**config.mk**
```make
export PLATFORM = sky130hd
export DESIGN_NAME = glyph_text_renderer
export DESIGN_NICKNAME = d
export VERILOG_FILES = /design/src/rtl/glyph_text_renderer.sv
export SDC_FILE = /design/constraint.sdc
export NUM_CORES = 1
export LEC_CHECK = 0
export BUFFER_PORTS_ARGS = -buffer_cell sky130_fd_sc_hd__buf_2
export CAP_MARGIN = 20
export CORE_MARGIN = 4
export CORE_UTILIZATION = 60
export CTS_CLUSTER_DIAMETER = 100
export CTS_CLUSTER_SIZE = 24
export DETAILED_ROUTE_END_ITERATION = 10
export GPL_TIMING_DRIVEN = 0
export PLACE_DENSITY = 0.8
export SYNTH_ARGS = -nofsm -noshare
export SYNTH_HDL_FRONTEND = slang
export SYNTH_SLANG_ARGS = --single-unit
```
**constraint.sdc**
```tcl
create_clock -name clk -period 4.25 [get_ports clk]
set_clock_uncertainty 0.2 [all_clocks]
set_input_delay 0.2125 -clock clk [delete_from_list [all_inputs] [get_ports clk]]
set_output_delay 0.2125 -clock clk [all_outputs]
set_load 0.05 [all_outputs]
```
**src/rtl/glyph_text_renderer.sv**
```systemverilog
// Text overlay: NCHAR-slot glyph buffer rendered as 5x5-cell bitmaps, with an
// optional blink. Pixel path is two registered stages; a small FSM blanks the buffer.
//
// state    | meaning
// ST_CLEAR | sweep writes blank ID 63 into every slot, writes blocked
// ST_IDLE  | buffer stable, host writes accepted
module glyph_text_renderer #(
    parameter  int NCHAR        = 16,
    parameter  int CELL         = 4,
    parameter  int GAP          = 4,
    parameter  int BLINK_FRAMES = 30,
    localparam int PITCH        = 5 * CELL + GAP,
    localparam int AW           = $clog2(NCHAR)
) (
    input  logic          clk,
    input  logic          rst_n,
    input  logic [9:0]    xstart,
    input  logic [8:0]    ystart,
    input  logic [9:0]    x,
    input  logic [8:0]    y,
    input  logic          pix_req,
    input  logic          frame_tick,
    input  logic          blink_en,
    input  logic          clr,
    input  logic          wr_valid,
    output logic          wr_ready,
    input  logic [AW-1:0] wr_addr,
    input  logic [5:0]    wr_id,
    output logic          value,
    output logic          value_valid
);
    typedef enum logic {ST_CLEAR, ST_IDLE} state_t;

    localparam int             FW      = $clog2(BLINK_FRAMES + 1);
    localparam logic [10:0]    XSPAN   = 11'(NCHAR * PITCH);
    localparam logic [10:0]    YSPAN   = 11'(5 * CELL);
    localparam logic [10:0]    PITCH_W = 11'(PITCH);
    localparam logic [10:0]    CELL_W  = 11'(CELL);

    state_t        r_state;
    logic [AW-1:0] r_sweep;
    logic          r_wr_ready;
    logic [5:0]    r_buf [NCHAR];
    logic [FW-1:0] r_frame;
    logic          r_blank;
    logic          r_v1, r_hit1;
    logic [AW-1:0] r_slot1;
    logic [2:0]    r_col1, r_row1;
    logic          r_value, r_value_valid;

    function automatic logic [4:0] rev5(input logic [4:0] r);
        for (int i = 0; i < 5; i++) rev5[i] = r[4-i];
    endfunction

    // Rows are written as drawn (leftmost char = column 0); row 0 lands in bits 4:0.
    function automatic logic [24:0] glyph(input logic [4:0] r0, r1, r2, r3, r4);
        glyph = {rev5(r4), rev5(r3), rev5(r2), rev5(r1), rev5(r0)};
    endfunction

    function automatic logic [24:0] rom(input logic [5:0] id);
        case (id)
            6'd0:                      rom = glyph(5'b11110, 5'b10001, 5'b11110, 5'b10000, 5'b10000); // P
            6'd1, 6'd4, 6'd8, 6'd21:   rom = glyph(5'b10000, 5'b10000, 5'b10000, 5'b10000, 5'b11111); // L
            6'd2, 6'd14, 6'd17:        rom = glyph(5'b01110, 5'b10001, 5'b11111, 5'b10001, 5'b10001); // A
            6'd3:                      rom = glyph(5'b10001, 5'b01010, 5'b00100, 5'b00100, 5'b00100); // Y
            6'd5, 6'd7, 6'd22:         rom = glyph(5'b11111, 5'b10000, 5'b11110, 5'b10000, 5'b11111); // E
            6'd6:                      rom = glyph(5'b10001, 5'b10001, 5'b10001, 5'b01010, 5'b00100); // V
            6'd9:                      rom = glyph(5'b00100, 5'b01100, 5'b00100, 5'b00100, 5'b01110); // 1
            6'd10:                     rom = glyph(5'b11110, 5'b00001, 5'b01110, 5'b10000, 5'b11111); // 2
            6'd11:                     rom = glyph(5'b11110, 5'b00001, 5'b01110, 5'b00001, 5'b11110); // 3
            6'd12:                     rom = glyph(5'b10001, 5'b10001, 5'b10101, 5'b10101, 5'b01010); // W
            6'd13:                     rom = glyph(5'b10001, 5'b10001, 5'b11111, 5'b10001, 5'b10001); // H
            6'd15:                     rom = glyph(5'b01111, 5'b10000, 5'b10000, 5'b10000, 5'b01111); // C
            6'd16:                     rom = glyph(5'b10001, 5'b10010, 5'b11100, 5'b10010, 5'b10001); // K
            6'd18:                     rom = glyph(5'b00000, 5'b00000, 5'b01110, 5'b00000, 5'b00000); // -
            6'd19:                     rom = glyph(5'b10001, 5'b11011, 5'b10101, 5'b10001, 5'b10001); // M
            6'd20:                     rom = glyph(5'b01110, 5'b10001, 5'b10001, 5'b10001, 5'b01110); // O
            default:                   rom = 25'd0;
        endcase
    endfunction

    logic [10:0] w_rx, w_ry, w_q, w_rem, w_col, w_row;
    logic        w_hit;
    assign w_rx  = {1'b0, x} - {1'b0, xstart};
    assign w_ry  = {2'b00, y} - {2'b00, ystart};
    assign w_q   = w_rx / PITCH_W;
    assign w_rem = w_rx - w_q * PITCH_W;
    assign w_col = w_rem / CELL_W;
    assign w_row = w_ry / CELL_W;
    assign w_hit = !w_rx[10] && !w_ry[10] && (w_rx < XSPAN) && (w_ry < YSPAN) && (w_col < 11'd5);

    logic w_unused_bits;
    assign w_unused_bits = ^{w_q, w_col[10:3], w_row[10:3]};

    logic          w_addr_ok;
    if (NCHAR == (1 << AW)) begin : g_pow2
        assign w_addr_ok = 1'b1;
    end else begin : g_npow2
        assign w_addr_ok = ({1'b0, wr_addr} < (AW + 1)'(NCHAR));
    end

    logic          w_wr_fire;
    logic [24:0]   w_bitmap;
    logic [4:0]    w_idx;
    logic          w_lit;
    assign w_wr_fire = r_wr_ready & wr_valid & ~clr & w_addr_ok;
    // Combinational read of the register array: sees contents before this edge's write.
    assign w_bitmap  = rom(r_buf[r_slot1]);
    assign w_idx     = {2'b00, r_row1} * 5'd5 + {2'b00, r_col1};
    assign w_lit     = r_hit1 & w_bitmap[w_idx] & ~r_blank & (r_state == ST_IDLE);

    always_ff @(posedge clk or negedge rst_n) begin
        if (!rst_n) begin
            r_state    <= ST_CLEAR;
            r_sweep    <= '0;
            r_wr_ready <= 1'b0;
        end else begin
            case (r_state)
                ST_CLEAR: begin
                    if (clr) begin
                        r_sweep <= '0;
                    end else if (r_sweep == AW'(NCHAR - 1)) begin
                        r_state    <= ST_IDLE;
                        r_wr_ready <= 1'b1;
                        r_sweep    <= '0;
                    end else begin
                        r_sweep <= r_sweep + AW'(1);
                    end
                end
                ST_IDLE: begin
                    if (clr) begin
                        r_state    <= ST_CLEAR;
                        r_wr_ready <= 1'b0;
                        r_sweep    <= '0;
                    end
                end
                default: begin
                    r_state    <= ST_CLEAR;
                    r_wr_ready <= 1'b0;
                    r_sweep    <= '0;
                end
            endcase
        end
    end

    always_ff @(posedge clk) begin
        if (r_state == ST_CLEAR)
            r_buf[r_sweep] <= 6'd63;
        else if (w_wr_fire)
            r_buf[wr_addr] <= wr_id;
    end

    always_ff @(posedge clk or negedge rst_n) begin
        if (!rst_n) begin
            r_frame <= '0;
            r_blank <= 1'b0;
        end else if (!blink_en) begin
            r_frame <= '0;
            r_blank <= 1'b0;
        end else if (frame_tick) begin
            if (r_frame == FW'(BLINK_FRAMES - 1)) begin
                r_frame <= '0;
                r_blank <= ~r_blank;
            end else begin
                r_frame <= r_frame + FW'(1);
            end
        end
    end

    always_ff @(posedge clk or negedge rst_n) begin
        if (!rst_n) begin
            r_v1          <= 1'b0;
            r_hit1        <= 1'b0;
            r_slot1       <= '0;
            r_col1        <= '0;
            r_row1        <= '0;
            r_value       <= 1'b0;
            r_value_valid <= 1'b0;
        end else begin
            r_v1          <= pix_req;
            r_hit1        <= w_hit;
            r_slot1       <= w_q[AW-1:0];
            r_col1        <= w_col[2:0];
            r_row1        <= w_row[2:0];
            r_value       <= r_v1 & w_lit;
            r_value_valid <= r_v1;
        end
    end

    assign wr_ready    = r_wr_ready;
    assign value       = r_value;
    assign value_valid = r_value_valid;
endmodule

```
==> reports/metrics.cfg, run 1 <==
[floorplanning]
rows = 40
die_h_um = 120.5
initial_core_util_pct = 62.21
core_area_sq_mm = 0.01221
die_area_sq_mm = 0.01453
die_x_um = 120.5
ios = 58

[logic_synthesis]
syn-cell-area_sq_mm = 0.007597
ys_seq_area_share_pct = 46.51
ys.flop_type = edfxtp_1
synth_nets = 781
synth_seq_cells = 122
synth_area_per_cell_sq_um = 11.31
async_flop_share_pct = 21.31
yosysWarnings = 0
synth-edff-count = 96
synth.distinct_cells = 76
syn_inst = 672

[critical_path]
crit_path_top_delay_cell = fa_1
critical_path_class = primary input to register
arrival_ns = 5.70
endpoint_kind = register
max_stage_delay_ns = 0.42
critPathMaxFanout = 6
required_ns = 4.38
worst_setup_path_start_kind = primary input

[run_status]
outcome = finished with violations
violations = negative setup slack

[clock_tree]
cts_root_buf = clkbuf_16
cts_max_path_buffers = 2
htree_levels = 4
cts.sinks = 122
cts.clk_slew.worst_paths_ns = 0.06
cts-buffers-inserted = 17
worstSkewPairLatency_ns = 0.43
cts_tree = done

[finish]
drive_gt1_share_pct = 26.31
post-route-util_pct = 75.31
layout.cells.non_filler = 951
final_net_count = 879
syn2layout_area_growth_pct = 21.05
antennaDiodeCount = 0
fillerInstances = 769

[pwr]
seqPwrFrac_pct = 20.0
p_leak_nw = 3.696
power.share.clock_pct = 21.9
switching_share_pct = 43.54
ir_worst_vdd_v = 0.0004132
power_density_mw_per_mm2 = 745.7
p_sw_w = 0.002986
combPwrFrac_pct = 58.1
internal_power_w = 0.003872

[timing]
period_share_pct = 130.9
finalSetupViolations = 1
period_needed_ns = 5.564
max_freq_mhz = 179.7
hold_viol_final = 0
drv_slew = 0
worst_slack_ns = -1.314
tightest_slew_ns = 0.9840
slew_headroom_pct = 33.93
rsz0062_at_grt = true

[route]
drt-total-wl_um = 19500
detail-route-antenna-nets = 0
routedWlPerCell_um = 20.50
firstDrtPassIters = 6
vias = 6047
via_per_inst = 6.359
drtIter0Drc = 854
drc = 0

[placed_design]
portBuffers = 56
dp_hpwl_um = 12960
dpl.cell_count = 896
gp_congestion = 0.9162

[global_routing]
grt_start_max_net_pins = 27
overflow = 0
grt_usage_pct = 27.97
grt_pass1_vias = 6154
antenna_found_initial = 0
grt_pass1_wl_um = 31750

[flow_run]
drv_cap = 0

[worst_hold_path]
hold_class = primary input to register

[flip-flops by register name (all words and copies together) (netlist names)]
register	count
r_sweep	4
r_frame	5
value	1
wr_ready	1
r_v1	1
value_valid	1
r_row1	3
r_blank	1
r_buf	96
r_slot1	4
r_hit1	1
r_col1	3
r_state	1
[layout by cell type (no fill, tap or decap), types with 6 or more instances in the layout]
master	instances
edfxtp_1	96
nor2_1	65
buf_2	60
ha_1	47
inv_1	46
a21oi_1	39
mux4_2	30
nand2_1	28
dfrtp_1	26
o21ai_0	22
nor3_1	21
buf_4	18
clkbuf_16	17
a31oi_1	16
xnor2_1	15
nor3b_1	12
a21o_1	11
nor2b_1	11
or2_2	9
clkbuf_1	8
o21a_1	7
nand3_1	7
nand2b_1	7
o21ai_1	7
dlygate4sd3_1	7
xor2_1	6
o211ai_1	6
o21bai_1	6
inv_8	6
[cell type report]
cell class	instances	area [sq um]	share of cell area, %
tap	168	210.2	2.286
clock buffer	17	425.4	4.626
inverter	52	215.2	2.340
multi-input combinational	473	3943	42.87
buffer	24	153.9	1.673
clock inverter	15	197.7	2.150
sequential	122	3533	38.42
timing repair buffer	80	518.0	5.633
[critical path: cells and delay by family]
kind / cells / cell delay, ns
compound gates: 11 / 2.19
fa+ha+maj: 5 / 1.32
simple gates: 6 / 0.93
xor+xnor: 3 / 0.45
buf+inv: 4 / 0.36
mux: 1 / 0.24
[power groups by stage]
stage               clock [W]  combinational (W)  sequential, W
floorplan                   0            0.00279        0.00138
global placement            0            0.00349        0.00139
detailed placement          0            0.00355        0.00139
CTS                   0.00151            0.00379        0.00137
global route          0.00157            0.00435        0.00137
finish                0.00150            0.00399        0.00137
[Yosys cell counts (3+ instances only)]
cell type   n  share of area [%]
o21ai_0    25                1.6
a221oi_1    3               0.35
and3_1      5               0.41
a21oi_1    46                3.0
mux4_2     30                8.9
or2_2       9               0.74
ha_1       50                8.2
nor3_1     22                1.4
o31ai_1     3               0.30
a31oi_1    17                1.4
inv_1      50                2.5
a211oi_1    3               0.30
a311oi_1    3               0.35
fa_1        4                1.1
xor2_1      7               0.81
nor3b_1    12                1.2
xnor2_1    15                1.7
o211ai_1    6               0.59
o22ai_1     4               0.33
nor2_1     66                3.3
a22oi_1     4               0.40
o21ai_1     5               0.33
dfrtp_1    26                8.6
nand2_1    30                1.5
mux2i_1     4               0.53
edfxtp_1   96                 38
o21bai_1    7               0.69
o21a_1      7               0.69
buf_6       3               0.44
a21o_1     11                1.1
nand3b_1    3               0.30
buf_2       6               0.40
o2111ai_1   4               0.46
nor2b_1    11               0.91
nand3_1     9               0.59
nand2b_1    7               0.58
clkbuf_1   12               0.59
[routing by layer]
| metal | global-route usage, % | wire, um | part of all wire [%] |
|---|---|---|---|
| met1 | 36.87 | 7822 | 40 |
| met2 | 47.15 | 9772 | 50 |
| met3 | 5.332 | 1367 | 7.0 |
| met4 | 8.853 | 537 | 2.8 |
| met5 | 0 | 0 | 0 |
[cell families (layout without fill, tap and decap cells)]
family / Yosys count / after routing / share of synthesized area, %
DFF: 122 / 122 / 46.51
AOI/OAI and AO/OA: 169 / 169 / 14.58
buffers and inverters: 77 / 188 / 4.430
muxes: 36 / 36 / 9.717
adders and majority gates: 55 / 55 / 9.420
and+or+nand+nor: 190 / 190 / 12.60
xor gates and xnor gates: 23 / 23 / 2.750
[final timing paths]
check                                     start                     end  slack (ns)  depth (start not counted)
setup / recovery                           x[0]        r_hit1$_DFF_PN0_       -1.31                         30
hold / removal                        ystart[0]     r_row1[0]$_DFF_PN0_        0.03                          4
setup reg to reg           r_slot1[0]$_DFF_PN0_         value$_DFF_PN0_        0.25                         15
hold reg to reg                  r_v1$_DFF_PN0_   value_valid$_DFF_PN0_        0.19                          0
max in group asynchronous                 rst_n  r_frame[0]$_DFFE_PN0P_        3.30                          2
min in group asynchronous                 rst_n    wr_ready$_DFFE_PN0P_        0.14                          2
[metrics by stage]
| step | hold WS (ns) | setup WS [ns] | TNS, ns | total power, W | area, sq um |
|---|---|---|---|---|---|
| 2_1_floorplan | -0.2831 | -1.280 | -1.280 | 0.004171 | 7682 |
| 3_5_place_dp | 0.05107 | -2.147 | -2.838 | 0.004944 | 8173 |
| 5_1_grt | 0.04232 | -1.545 | -1.545 | 0.007298 | 9196 |
| 3_3_place_gp | 0.02847 | -1.962 | -2.516 | 0.004876 | 8173 |
| 4_1_cts | 0.01896 | -1.267 | -1.267 | 0.006667 | 9096 |
| 6_report | 0.03337 | -1.314 | -1.314 | 0.006858 | 9196 |
[what timing repair did]
item                       in CTS  in global routing
buffers inserted               12                  4
hold endpoints to repair       41                  0
setup endpoints to repair       3                  3
pin swaps                      22                 10
hold buffers                    7                  0
gates cloned                    1                  0
gates resized for setup        21                 17
No activity file was read; power rests on OpenSTA's default activity.
==> run 2, diff against run 1 <==
Settings changed: PLACE_DENSITY 0.8 to 0.88, SETUP_SLACK_MARGIN set to 0.4.
==> reports/metrics.cfg, run 2 (same netlist as run 1, synthesis figures left out) <==
[critical_path]
worst_setup_path_start_kind = primary input
max_stage_delay_ns = 0.55
endpoint_kind = register
critical_path_class = primary input to register
crit_path_top_delay_cell = fa_2
arrival_ns = 6.14
critPathMaxFanout = 5
crit_top_cell = ha_4
required_ns = 4.39

[timing]
period_needed_ns = 6.003
max_freq_mhz = 166.6
drv_slew = 0
worst_slack_ns = -1.753
hold_viol_final = 0
period_share_pct = 141.2
finalSetupTns_ns = -1.953
finalSetupViolations = 2
tightest_slew_ns = 0.9966
rsz0062_at_grt = true
slew_headroom_pct = 33.08

[finish]
regMostFlops = r_buf
final_net_count = 897
largest_register_ffs = 96
multiInputGateArea_sq_mm = 0.004091
drive_gt1_share_pct = 30.71
final_area_sq_mm = 0.009502
fillerInstances = 668
layout.cells.non_filler = 970
final_common_cell = edfxtp_1
top_regs = r_buf (96), r_frame (5)
regArea_sq_mm = 0.003533
syn2layout_area_growth_pct = 25.07
layout_common_cells = 96 x edfxtp_1, 64 x nor2_1, 62 x buf_2

[clock_tree]
htree_levels = 4
cts_tree = done
cts.sinks = 122
cts.clk_slew.worst_paths_ns = 0.06
cts_max_path_buffers = 2
cts-buffers-inserted = 17
worstSkewPairLatency_ns = 0.43
cts_root_buf = clkbuf_16

[floorplanning]
die_h_um = 120.5
rows = 40
initial_core_util_pct = 62.21
die_area_sq_mm = 0.01453
ios = 58
core_area_sq_mm = 0.01221
die_x_um = 120.5

[run_status]
outcome = finished with violations
violations = negative setup slack

[route]
vias = 6740
detail-route-antenna-nets = 0
drt-total-wl_um = 25250
routedWlPerCell_um = 26.03
drtIter0Drc = 1143
drc = 0
via_per_inst = 6.948
firstDrtPassIters = 6

[global_routing]
grt_pass1_vias = 6653
grt_usage_pct = 32.99
grt_start_max_net_pins = 27
antenna_found_initial = 0
grt_pass1_wl_um = 36520
overflow = 0

[placed_design]
gp_congestion = 0.9442
dpl.cell_count = 896
portBuffers = 56
dpl_worst_slack_ns = -2.192
dp_hpwl_um = 13210
dpl_cell_area_sq_mm = 0.008190

[pwr]
p_leak_nw = 3.797
power_density_mw_per_mm2 = 801.9
ir_worst_vdd_v = 0.0006133

[flow_run]
drv_cap = 0

[worst_hold_path]
hold_class = primary input to register

run 2: path summary, 6_finish.rpt:
check / startpoint / endpoint / slack (ns) / depth (start not counted)
setup / recovery: x[0] / r_hit1$_DFF_PN0_ / -1.75 / 31
hold / removal: ystart[4] / r_row1[2]$_DFF_PN0_ / 0.02 / 4
hold reg to reg: r_v1$_DFF_PN0_ / value_valid$_DFF_PN0_ / 0.19 / 0
setup reg to reg: r_slot1[0]$_DFF_PN0_ / value$_DFF_PN0_ / 0.54 / 13
max in group asynchronous: rst_n / value$_DFF_PN0_ / 3.25 / 2
min in group asynchronous: rst_n / wr_ready$_DFFE_PN0P_ / 0.16 / 2
run 2: worst max-delay path, delay by kind of cell:
family | cells | cell delay (ns)
buffers and inverters | 7 | 0.57
adder cells (fa/ha/maj) | 5 | 1.54
AO/OA/AOI/OAI | 14 | 2.54
AND/OR/NAND/NOR | 5 | 1.26
run 2: stage by stage:
stage                     utilization (%)  power (W)  hold WS [ns]
after floorplan                         -   0.004195       -0.2831
final                               77.81   0.007619       0.01783
after detailed placement            67.07   0.004978       0.05202
after CTS                           75.37   0.006861       0.01317
after global placement              67.07   0.004845       0.02270
after global routing                77.79   0.007948       0.05931
run 2: per-layer routing:
layer,share of wire (%),vias up,track usage (%)
met5,0,-,0
met3,9.9,177,6.922
met1,35,3211,40.01
met2,49,573,56.03
li1,-,2779,-
met4,6.8,0,16.43
run 2: where the power goes:
part	internal, W	switching, W
Combinational	0.00198	0.00268
Sequential	0.00133	0.0000460
Clock	0.000988	0.000592
Total	0.00430	0.00332
run 2: what timing repair did:
action,4_1_cts,5_1_grt
buffers inserted,16,19
endpoints found under the setup margin,4,4
cloned,0,0
hold buffers,6,0
gates resized for setup,46,41
hold endpoints to repair,40,0
pin swaps,24,24
run 2: layout make-up:
cell class,instances,area share (%)
clock inverter,13,2.015
tap,168,2.212
inverter,52,2.344
clock buffer,19,4.556
antenna,1,0.02634
buffer,25,1.896
sequential,122,37.19
multi-input combinational,473,43.06
timing repair buffer,97,6.703
